### config.mk
export PLATFORM = sky130hd
export DESIGN_NAME = lockstep_mismatch_monitor
export DESIGN_NICKNAME = d
export VERILOG_FILES = /design/src/rtl/lockstep_mismatch_monitor.sv
export SDC_FILE = /design/constraint.sdc
export NUM_CORES = 1
export LEC_CHECK = 0
export CAP_MARGIN = 20
export CORE_MARGIN = 5
export CORE_UTILIZATION = 45
export CTS_CLUSTER_SIZE = 8
export DETAILED_ROUTE_END_ITERATION = 8
export PLACE_DENSITY = 0.66
export REMOVE_ABC_BUFFERS = 1
export SYNTH_ARGS = -nofsm -noshare
export SYNTH_HDL_FRONTEND = slang
export SYNTH_SLANG_ARGS = --single-unit
### constraint.sdc
create_clock -name clk -period 2.6 [get_ports clk]
set_input_delay 0.52 -clock clk [delete_from_list [all_inputs] [get_ports clk]]
set_output_delay 0.52 -clock clk [all_outputs]
set_load 0.05 [all_outputs]
### src/rtl/lockstep_mismatch_monitor.sv
// lockstep_mismatch_monitor: warm-up masked mismatch counter with first-error timestamp and sticky fault
// Consumes the delayed-compare equal flag and declares a fault after THRESH consecutive mismatches.
module lockstep_mismatch_monitor #(
    parameter int WARMUP = 3,
    parameter int THRESH = 4,
    parameter int CNT_W  = 16,
    parameter int TS_W   = 32
) (
    input  logic             clk,
    input  logic             rst_l,
    input  logic             enable,
    input  logic             equal,
    input  logic             clear,
    output logic             fault,
    output logic             mismatch_pulse,
    output logic [CNT_W-1:0] err_count,
    output logic             first_valid,
    output logic [TS_W-1:0]  first_ts,
    output logic             busy
);
    typedef enum logic [1:0] {IDLE, WARM, CHECK, FAULT} state_t;

    state_t          state, state_nx;
    logic [7:0]      warm_cnt, consec;
    logic [TS_W-1:0] ts;
    logic            sample, miss;

    // A sample is only taken while checking stays enabled and no clear discards it
    assign sample = (state == CHECK) && enable && !clear;
    assign miss   = sample && !equal;
    assign fault  = (state == FAULT);
    assign busy   = (state == WARM) || (state == CHECK);

    always_comb begin
        state_nx = state;
        if (clear) state_nx = IDLE;
        else begin
            case (state)
                IDLE:    if (enable) state_nx = (WARMUP == 0) ? CHECK : WARM;
                WARM:    state_nx = !enable ? IDLE : (warm_cnt == 8'(WARMUP - 1)) ? CHECK : WARM;
                CHECK:   state_nx = !enable ? IDLE : (miss && consec == 8'(THRESH - 1)) ? FAULT : CHECK;
                default: state_nx = state;
            endcase
        end
    end

    always_ff @(posedge clk or negedge rst_l) begin
        if (!rst_l) begin
            state          <= IDLE;
            warm_cnt       <= '0;
            consec         <= '0;
            ts             <= '0;
            mismatch_pulse <= 1'b0;
            err_count      <= '0;
            first_valid    <= 1'b0;
            first_ts       <= '0;
        end else begin
            state          <= state_nx;
            mismatch_pulse <= miss;
            if (clear) begin
                warm_cnt    <= '0;
                consec      <= '0;
                ts          <= '0;
                err_count   <= '0;
                first_valid <= 1'b0;
                first_ts    <= '0;
            end else begin
                warm_cnt <= (state == WARM) ? warm_cnt + 8'd1 : '0;
                if (state == IDLE || (state == CHECK && !enable)) begin
                    consec <= '0;
                    ts     <= '0;
                end else if (sample) begin
                    consec <= equal ? '0 : consec + 8'd1;
                    ts     <= &ts ? ts : ts + 1'b1;
                end
                if (miss) begin
                    err_count <= &err_count ? err_count : err_count + 1'b1;
                    if (!first_valid) begin
                        first_valid <= 1'b1;
                        first_ts    <= ts;
                    end
                end
            end
        end
    end
endmodule

==> key figures, run 1 <==
Floorplan
  • Chip height: around 120 µm
  • Die Span X: 116 µm
  • IO Pins: 57
  • Core area: between 0.01 and 0.015 mm²
  • Initial Utilization: between 40% and 50%
  • Die Area: approximately 0.013 mm²
  • Rows: 38

Synth
  • Cells after synthesis: around 500
  • Yosys cell types: 60
  • Post-Syn Area: 0.00506 mm²
  • Yosys top cell by area: dfrtp_1
  • Post-synth top cells: dfrtp_1 (100), nor2_1 (45), a22o_1 (34)
  • Count leader, synth: dfrtp_1
  • Post-synth EDFFs: 0
  • Top_reg_cell synth: dfrtp_1
  • Post-synthesis average cell area: between 10 and 15 µm²
  • Sequential area share after synthesis: 49.5%
  • Fraction of registers with async set/reset: 100%
  • Synth area leaders: dfrtp_1 (49%), a22o_1 (5.9%), o31ai_1 (3.4%)
  • Post-synth top area share: 49.5%
  • Yosys warns: 0
  • Flops & latches, synth: 100

Min path
  • Worst hold-check path type: input port to asynchronous set/reset pin

STA
  • Setup TNS: 0 ns
  • Slew margin rel.: ~51%
  • Fmax: between 400 and 500 MHz
  • Final Skew: 0.00947 ns
  • Least-Margin Pin Slew: ~0.73 ns
  • Finish-stage setup viols: 0
  • Final Slew Violations: 0
  • Final period utilization: 95.8%
  • RSZ-0062 raised after global routing: false
  • Final Hold Viols: 0
  • Minimum clock period: about 2.5 ns

CTS
  • Skew-Pair Late Insertion Delay: between 0.3 and 0.4 ns
  • Clock Path Buffers: 2
  • TritonCTS clock tree: yes
  • Root buf cell: clkbuf_16
  • Post-CTS resize count: 0
  • Post-CTS setup buffers: 0
  • Cts bufs inserted: 9
  • H-tree depth: 3
  • Hold-fix buffers, CTS: 0
  • CTS Sinks: 100
  • Worst-path clk slew: around 0.070 ns

Route
  • Vias per cell: between 5 and 6
  • # DRC: 0
  • Starting DRT DRC Count: ~270
  • Total Wirelength: 12.8 mm
  • Wire length per cell: 17.9 µm
  • Post-route ant nets: 0
  • Pre-Repair DR Iteration Count: 5
  • Via count: 4,274

Cells and area
  • N_diodes: 0
  • Share of cells above drive strength 1: 9.93%
  • Non-Filler Instances: between 700 and 800
  • Area Growth Syn to Fin: 23.7%
  • Fillers: about 960
  • Final core utilization: approximately 57%
  • # nets final: 583

Critical path
  • Critical path type: flip-flop to primary output
  • Critical Path AT: a little under 2 ns
  • R2r setup slk: approximately 0.26 ns
  • WP data required: ~2.1 ns
  • Crit start category: flip-flop
  • Maximum fanout along the worst path: 4
  • CP endpoint kind: primary output
  • Worst R2R Path Depth: 6

Global routing
  • Total track usage: 20.1%
  • First-pass GRT wire length: around 21 mm
  • Largest net degree at the start of global routing: 47
  • Gr ovfl total: 0
  • Initial antenna violation count: 0
  • Vias in the first global route: 4,289

Power and ir drop
  • PD cells: 543 mW/mm²
  • Peak VDD IR: about 440 µV
  • P_leak: roughly 2.7 nW

Run status
  • Outcome: complete, no violations

Flow run
  • Max Cap Viol: 0

Placed design
  • IO buf count: between 50 and 60
  • Placed insts: roughly 700
  • Placer Congestion: 0.871
  • DP Wirelength: around 8.8 mm
## cell families (layout without fill, tap and decap cells)
logic type / after synthesis / in the layout / share of synthesized area, %
AO/OA/AOI/OAI: 134 / 134 / 19.8
XOR/XNOR: 23 / 23 / 3.98
adder cells (fa/ha/maj): 9 / 9 / 2.23
buffers and inverters: 48 / 120 / 4.06
flip-flops: 100 / 100 / 49.5
multiplexers: 2 / 2 / 0.396
AND/OR/NAND/NOR: 186 / 186 / 20.0
## critical path, stage by stage, from the launching register on
cell and delay, ns:
dfrtp_1 0.40, inv_1 0.08, ha_1 0.32, clkdlybuf4s50_1 0.81
## stage by stage
stage | cell area (µm²) | hold WS [ns] | setup slack, ns | power, W
floorplan | 4910 | 0.224 | -0.0807 | 0.00177
global placement | 5920 | 0.457 | 0.252 | 0.00193
detailed placement | 5920 | 0.477 | 0.196 | 0.00193
CTS | 6250 | 0.182 | 0.0898 | 0.00344
global route | 6250 | 0.217 | 0.0383 | 0.00353
finish | 6250 | 0.162 | 0.109 | 0.00340
## power by group
part / internal [W] / switching [W]
Clock: 0.000922 / 0.000568
Sequential: 0.00157 / 0.0000164
Combinational: 0.000103 / 0.000218
## registers in the layout, indices dropped and copies added (netlist names)
signal,cells
first_ts,32
first_valid,1
warm_cnt,8
consec,8
ts,32
state,2
mismatch_pulse,1
err_count,16
## placed cells by master (no fill, tap or decap), types with 7 or more instances in the layout
cell,count
xor2_1,10
nor2_1,44
nand4_1,22
a21oi_1,8
nand2b_1,7
xnor2_1,13
inv_1,17
and3_1,10
dfrtp_1,100
a22o_1,34
nand3_1,32
buf_4,30
o21ai_0,15
clkbuf_16,9
a211oi_1,8
nor3_1,12
clkdlybuf4s50_1,55
ha_1,9
a31oi_1,8
o31ai_1,23
nand2_1,22
nor4_1,8
## area by class of cell
type / count / area [µm²] / area share [%]
multi-input combinational: 354 / 2360 / 37.7
timing repair buffer: 87 / 816 / 13.0
clock inverter: 3 / 67.6 / 1.08
tap: 140 / 175 / 2.80
clock buffer: 13 / 270 / 4.32
inverter: 17 / 63.8 / 1.02
sequential: 100 / 2500 / 40.0
## path summary, 6_finish.rpt
kind	to	start
max	busy	state[0]
min	warm_cnt[6]	rst_l
max reg2reg	ts[30]	ts[0]
min reg2reg	warm_cnt[0]	warm_cnt[0]
max in group asynchronous	err_count[2]	rst_l
min in group clk	warm_cnt[0]	warm_cnt[0]
## layer usage
layer | track usage (%) | vias up | wire [µm]
met2 | 31.1 | 117 | 5980
met4 | 7.35 | 0 | 179
met5 | 0 | - | 0
met3 | 4.91 | 14 | 641
met1 | 27.5 | 2115 | 5960
li1 | - | 2028 | -
Note: power is estimated with default switching activity, not from simulation.
==> inputs of run 2 (changes only) <==
- CORE_MARGIN: 5 -> unset
==> key figures, run 2 (synthesized netlist as in run 1, its figures left out) <==
Run status
  • Outcome: complete, no violations

Placed design
  • Post-DP Area: 0.00591 mm²
  • Placement Setup Slack: 0.154 ns
  • DP Wirelength: 8.37 mm
  • Placer Congestion: roughly 0.86
  • Placed insts: 695
  • IO buf count: 56

Cells and area
  • Non-Filler Instances: 711
  • Largest registers: first_ts x32, ts x32, err_count x16
  • Commonest non-fill, non-tap cells in the layout: dfrtp_1 (100), clkdlybuf4s50_1 (54), nor2_1 (44)
  • Final Cell Area: slightly above 0.006 mm²
  • Area Growth Syn to Fin: 21.6%
  • # nets final: 580
  • Share of cells above drive strength 1: under 10%
  • Commonest non-fill, non-tap cell in the layout: dfrtp_1
  • N_diodes: 0

Floorplan
  • Chip height: between 100 and 150 µm
  • Rows: 38
  • Core area: roughly 0.011 mm²
  • Die Area: 0.0117 mm²
  • Die Span X: 108 µm
  • IO Pins: between 50 and 60
  • Initial Utilization: 46.4%

Route
  • Wire length per cell: roughly 17 µm
  • Post-route ant nets: 0
  • Starting DRT DRC Count: about 250
  • Total Wirelength: 12.4 mm
  • Pre-Repair DR Iteration Count: 4
  • # DRC: 0
  • Via count: 4,331
  • Vias per cell: roughly 6.1

Global routing
  • Total track usage: between 20 and 25%
  • Initial antenna violation count: 0
  • Vias in the first global route: just over 4,000
  • Largest net degree at the start of global routing: 54
  • First-pass GRT wire length: between 20 and 25 mm
  • Gr ovfl total: 0

STA
  • Least-Margin Pin Slew: 0.685 ns
  • Minimum clock period: 2.37 ns
  • Final Slew Violations: 0
  • Fmax: roughly 420 MHz
  • Final Skew: 0.0133 ns
  • Final Hold Viols: 0
  • Finish-stage setup viols: 0
  • Setup ws final: approximately 0.23 ns
  • RSZ-0062 raised after global routing: false
  • Final period utilization: 91.2%
  • Slew margin rel.: between 50% and 60%
  • Hold WS: roughly 0.17 ns

CTS
  • Hold-fix buffers, CTS: 0
  • Worst-path clk slew: approximately 0.10 ns
  • Root buf cell: clkbuf_8
  • TritonCTS clock tree: yes
  • Skew-Pair Late Insertion Delay: roughly 0.4 ns
  • Clock Path Buffers: 2
  • Cts bufs inserted: 9
  • H-tree depth: 3
  • CTS Sinks: 100

Flow run
  • Max Cap Viol: 0

Power and ir drop
  • Peak VDD IR: ~430 µV
  • P_leak: 2.62 nW
  • NetSw: 0.000782 W
  • Reg power frac: between 50% and 60%
  • Switching Fraction: roughly 25%
  • Clk pwr share: 38.5%
  • PD cells: ~500 mW/mm²
  • Comb pwr share: 10.0%
  • Internal power: roughly 0.0023 W

Critical path
  • Crit path to: ts[30]
  • Worst R2R Path Depth: 6
  • Crit start category: flip-flop
  • R2r setup slk: ~0.23 ns
  • CP endpoint kind: flip-flop
  • R2R Path End: ts[30]
  • WP data required: 2.93 ns
  • Maximum fanout along the worst path: 6
  • Critical path type: flip-flop to flip-flop
  • Beginning of the critical path: ts[1]
  • Critical Path AT: approximately 2.7 ns
  • RR Startpoint: ts[1]

Min path
  • Worst hold-check path type: input port to asynchronous set/reset pin
[run 2: how the worst min path moves through the flow]
stage	start	cells past startpoint	to	slack (ns)
after detailed placement	warm_cnt[0]	1	warm_cnt[0]	0.49
final	rst_l	1	first_ts[14]	0.17
after floorplan	rst_l	0	consec[0]	0.22
after global routing	rst_l	1	first_ts[16]	0.21
after global placement	warm_cnt[0]	1	warm_cnt[0]	0.47
after CTS	rst_l	1	first_ts[14]	0.18
[run 2: final cells by class]
| class | count | area, µm² |
|---|---|---|
| sequential | 100 | 2500 |
| inverter | 17 | 63.8 |
| tap | 140 | 175 |
| clock buffer | 9 | 124 |
| multi-input combinational | 354 | 2360 |
| timing repair buffer | 84 | 808 |
| fill | 929 | 4740 |
| clock inverter | 7 | 115 |
[run 2: routing by layer]
layer	up-vias	share of wire [%]	track usage, %
met3	30	5.9	6.03
met1	2126	46	31.3
li1	2021	-	-
met5	-	0	0
met2	154	45	34.4
met4	0	2.4	10.6
[run 2: what timing repair did]
action	4_1_cts	5_1_grt
endpoints found under the hold margin	0	0
setup buffers	0	0
setup endpoints to repair	0	1
resized for setup	0	1
[run 2: power groups by stage]
| stage | logic, W | registers [W] | clock network (W) |
|---|---|---|---|
| after floorplan | 0.000159 | 0.00161 | 0 |
| final | 0.000308 | 0.00158 | 0.00118 |
| after global routing | 0.000339 | 0.00159 | 0.00127 |
| after detailed placement | 0.000308 | 0.00161 | 0 |
| after global placement | 0.000301 | 0.00161 | 0 |
| after CTS | 0.000309 | 0.00158 | 0.00122 |
[run 2: worst max-delay path, stage by stage (launching register included)]
cell and delay [ns]:
dfrtp_1 0.48, ha_1 0.26, nand3_1 0.17, or4_1 0.60, nor4_2 0.34, nor4b_1 0.31
a211o_1 0.14
[run 2: stage by stage]
stage / util, % / total power, W / TNS (ns)
detailed placement: 54.3 / 0.00192 / 0
finish: 56.5 / 0.00308 / 0
global route: 56.5 / 0.00320 / 0
global placement: 54.3 / 0.00192 / 0
CTS: 56.4 / 0.00311 / 0
floorplan: - / 0.00177 / -0.345
==> inputs of run 3 (changes only) <==
- ABC_AREA: unset -> 1
==> key figures, run 3 <==
Critical path
  • Maximum fanout along the worst path: 4
  • Beginning of the critical path: state[0]
  • Critical Path AT: 1.98 ns
  • Crit start category: flip-flop
  • CP endpoint kind: primary output
  • WP data required: around 2.1 ns
  • RR Startpoint: ts[0]
  • Critical path type: flip-flop to primary output

Power and ir drop
  • P_leak: 2.82 nW
  • Reg power frac: between 40% and 50%
  • NetSw: between 0.0009 and 0.001 W
  • Internal power: 0.00246 W
  • Switching Fraction: approximately 28%
  • Peak VDD IR: about 420 µV
  • Clk pwr share: between 30% and 40%
  • Comb pwr share: between 10% and 20%
  • Overall Power: about 0.0034 W
  • PD cells: between 500 and 600 mW/mm²

CTS
  • Post-CTS setup buffers: 0
  • H-tree depth: 3
  • Worst-path clk slew: approximately 0.07 ns
  • Hold-fix buffers, CTS: 0
  • Cts bufs inserted: 9
  • Clock Path Buffers: 2
  • TritonCTS clock tree: yes
  • Post-CTS resize count: 0
  • CTS Sinks: 100
  • Skew-Pair Late Insertion Delay: about 0.36 ns
  • Root buf cell: clkbuf_16

Global routing
  • First-pass GRT wire length: between 20 and 25 mm
  • Vias in the first global route: approximately 4,700
  • Initial antenna violation count: 0
  • Total track usage: between 20 and 25%
  • Largest net degree at the start of global routing: 61
  • Gr ovfl total: 0

Route
  • Starting DRT DRC Count: approximately 220
  • Post-route ant nets: 0
  • Vias per cell: 5.17
  • # DRC: 0
  • Metal3 WL: 540 µm
  • Total Wirelength: between 10 and 15 mm
  • Via count: 4,900
  • Top Layer Used: met4
  • Metal-1 WL: 5.79 mm
  • Met2 WL: 6.46 mm
  • Wire length per cell: around 14 µm
  • Pre-Repair DR Iteration Count: 4

Synth
  • Top_reg_cell synth: dfrtp_1
  • Post-Syn Area: between 0.005 and 0.006 mm²
  • Yosys top cell by area: dfrtp_1
  • Sequential area share after synthesis: approximately 45%
  • Synth area leaders: dfrtp_1 (45%), nand2_1 (13%), o21ai_0 (6.4%)
  • Cells after synthesis: just over 700
  • Count leader, synth: nand2_1
  • Yosys warns: 0
  • Post-synth top area share: between 40% and 50%
  • Fraction of registers with async set/reset: 100%
  • Post-synth top cells: nand2_1 (187), dfrtp_1 (100), nor2_1 (80)
  • Post-synth EDFFs: 0
  • Flops & latches, synth: 100
  • Post-synthesis average cell area: between 7 and 8 µm²
  • Yosys cell types: 35

Cells and area
  • Area Growth Syn to Fin: 18.8%
  • Largest registers: first_ts x32, ts x32, err_count x16
  • Share of cells above drive strength 1: about a tenth
  • Non-Filler Instances: around 950
  • N_diodes: 0
  • # nets final: roughly 790
  • Commonest non-fill, non-tap cell in the layout: nand2_1
  • Commonest non-fill, non-tap cells in the layout: nand2_1 (187), dfrtp_1 (100), nor2_1 (80)

STA
  • Final period utilization: 96.1%
  • Final Skew: about 0.0082 ns
  • RSZ-0062 raised after global routing: false
  • Slew margin rel.: between 60% and 70%
  • Finish-stage setup viols: 0
  • Fmax: approximately 400 MHz
  • Minimum clock period: between 2 and 2.5 ns
  • Least-Margin Pin Slew: between 0.5 and 0.6 ns
  • Setup TNS: 0 ns
  • Final Hold Viols: 0
  • Final Slew Violations: 0

Flow run
  • Max Cap Viol: 0

Placed design
  • IO buf count: 56
  • Placer Congestion: 0.906
  • Placed insts: about 930
  • DP Wirelength: around 9.6 mm

Run status
  • Outcome: complete, no violations

Floorplan
  • Die Span X: ~110 µm
  • Die Area: ~0.013 mm²
  • Rows: 40
  • Core area: about 0.012 mm²
  • IO Pins: 57
  • Chip height: between 100 and 150 µm
  • Initial Utilization: approximately 46%

Min path
  • Worst hold-check path type: input port to asynchronous set/reset pin
## run 3: changes by cell type in the layout (fill, tap and decap cells not counted), sizes merged, moves of 10 or more
cell,before,now
xnor2,13,0
nand2,22,200
buf,29,14
o31ai,23,0
nand3,32,49
nor2,45,87
a22o,34,0
and3,10,0
o21ai,19,99
inv,17,75
xor2,10,24
## run 3: power by group through the flow
stage               combinational (W)  sequential (W)  clock [W]
finish                       0.000482         0.00161    0.00135
detailed placement           0.000484         0.00164          0
CTS                          0.000488         0.00161    0.00139
floorplan                    0.000293         0.00163          0
global route                 0.000530         0.00161    0.00145
global placement             0.000472         0.00164          0
## run 3: worst paths after layout
path	endpoint	slack, ns	cells past startpoint
worst max-delay path	busy	0.10	3
worst min-delay path	first_ts[1]	0.14	1
worst max register to register	ts[6]	0.62	10
worst min register to register	warm_cnt[0]	0.50	1
max in group asynchronous	err_count[10]	1.73	2
min in group clk	warm_cnt[0]	0.50	1
## run 3: layout make-up
type / instances / area [µm²]
fill: 1127 / 5440
multi-input combinational: 520 / 2650
sequential: 100 / 2500
timing repair buffer: 69 / 681
inverter: 75 / 282
clock buffer: 11 / 233
tap: 168 / 210
clock inverter: 5 / 62.6
## run 3: metrics by stage
step	area (µm²)	util, %	worst slack (ns)	hold WS (ns)
3_3_place_gp	6320	52.4	0.303	0.472
3_5_place_dp	6320	52.4	0.202	0.490
2_1_floorplan	5430	-	0.410	0.224
5_1_grt	6620	54.9	0.0226	0.180
6_report	6620	54.9	0.101	0.142
4_1_cts	6620	54.9	0.0827	0.158
## run 3: kinds of logic after synthesis
kind of cell | count (synthesis) | share of synthesized area, %
and+or+nand+nor | 377 | 30.3
AOI/OAI and AO/OA | 110 | 11.4
DFF | 100 | 44.9
buffers and inverters | 95 | 7.53
xor gates and xnor gates | 24 | 3.77
adders and majority gates | 9 | 2.02
## run 3: critical path, cell delays in order, from the launching register on
cell	delay, ns
dfrtp_1	0.39
inv_1	0.08
ha_1	0.34
clkdlybuf4s50_1	0.82
## run 3: layer usage
layer  track usage, %  vias up
met2             37.3      110
met1             28.5     2344
li1                 -     2429
met3             4.71       17
met4             7.72        0
met5                0        -
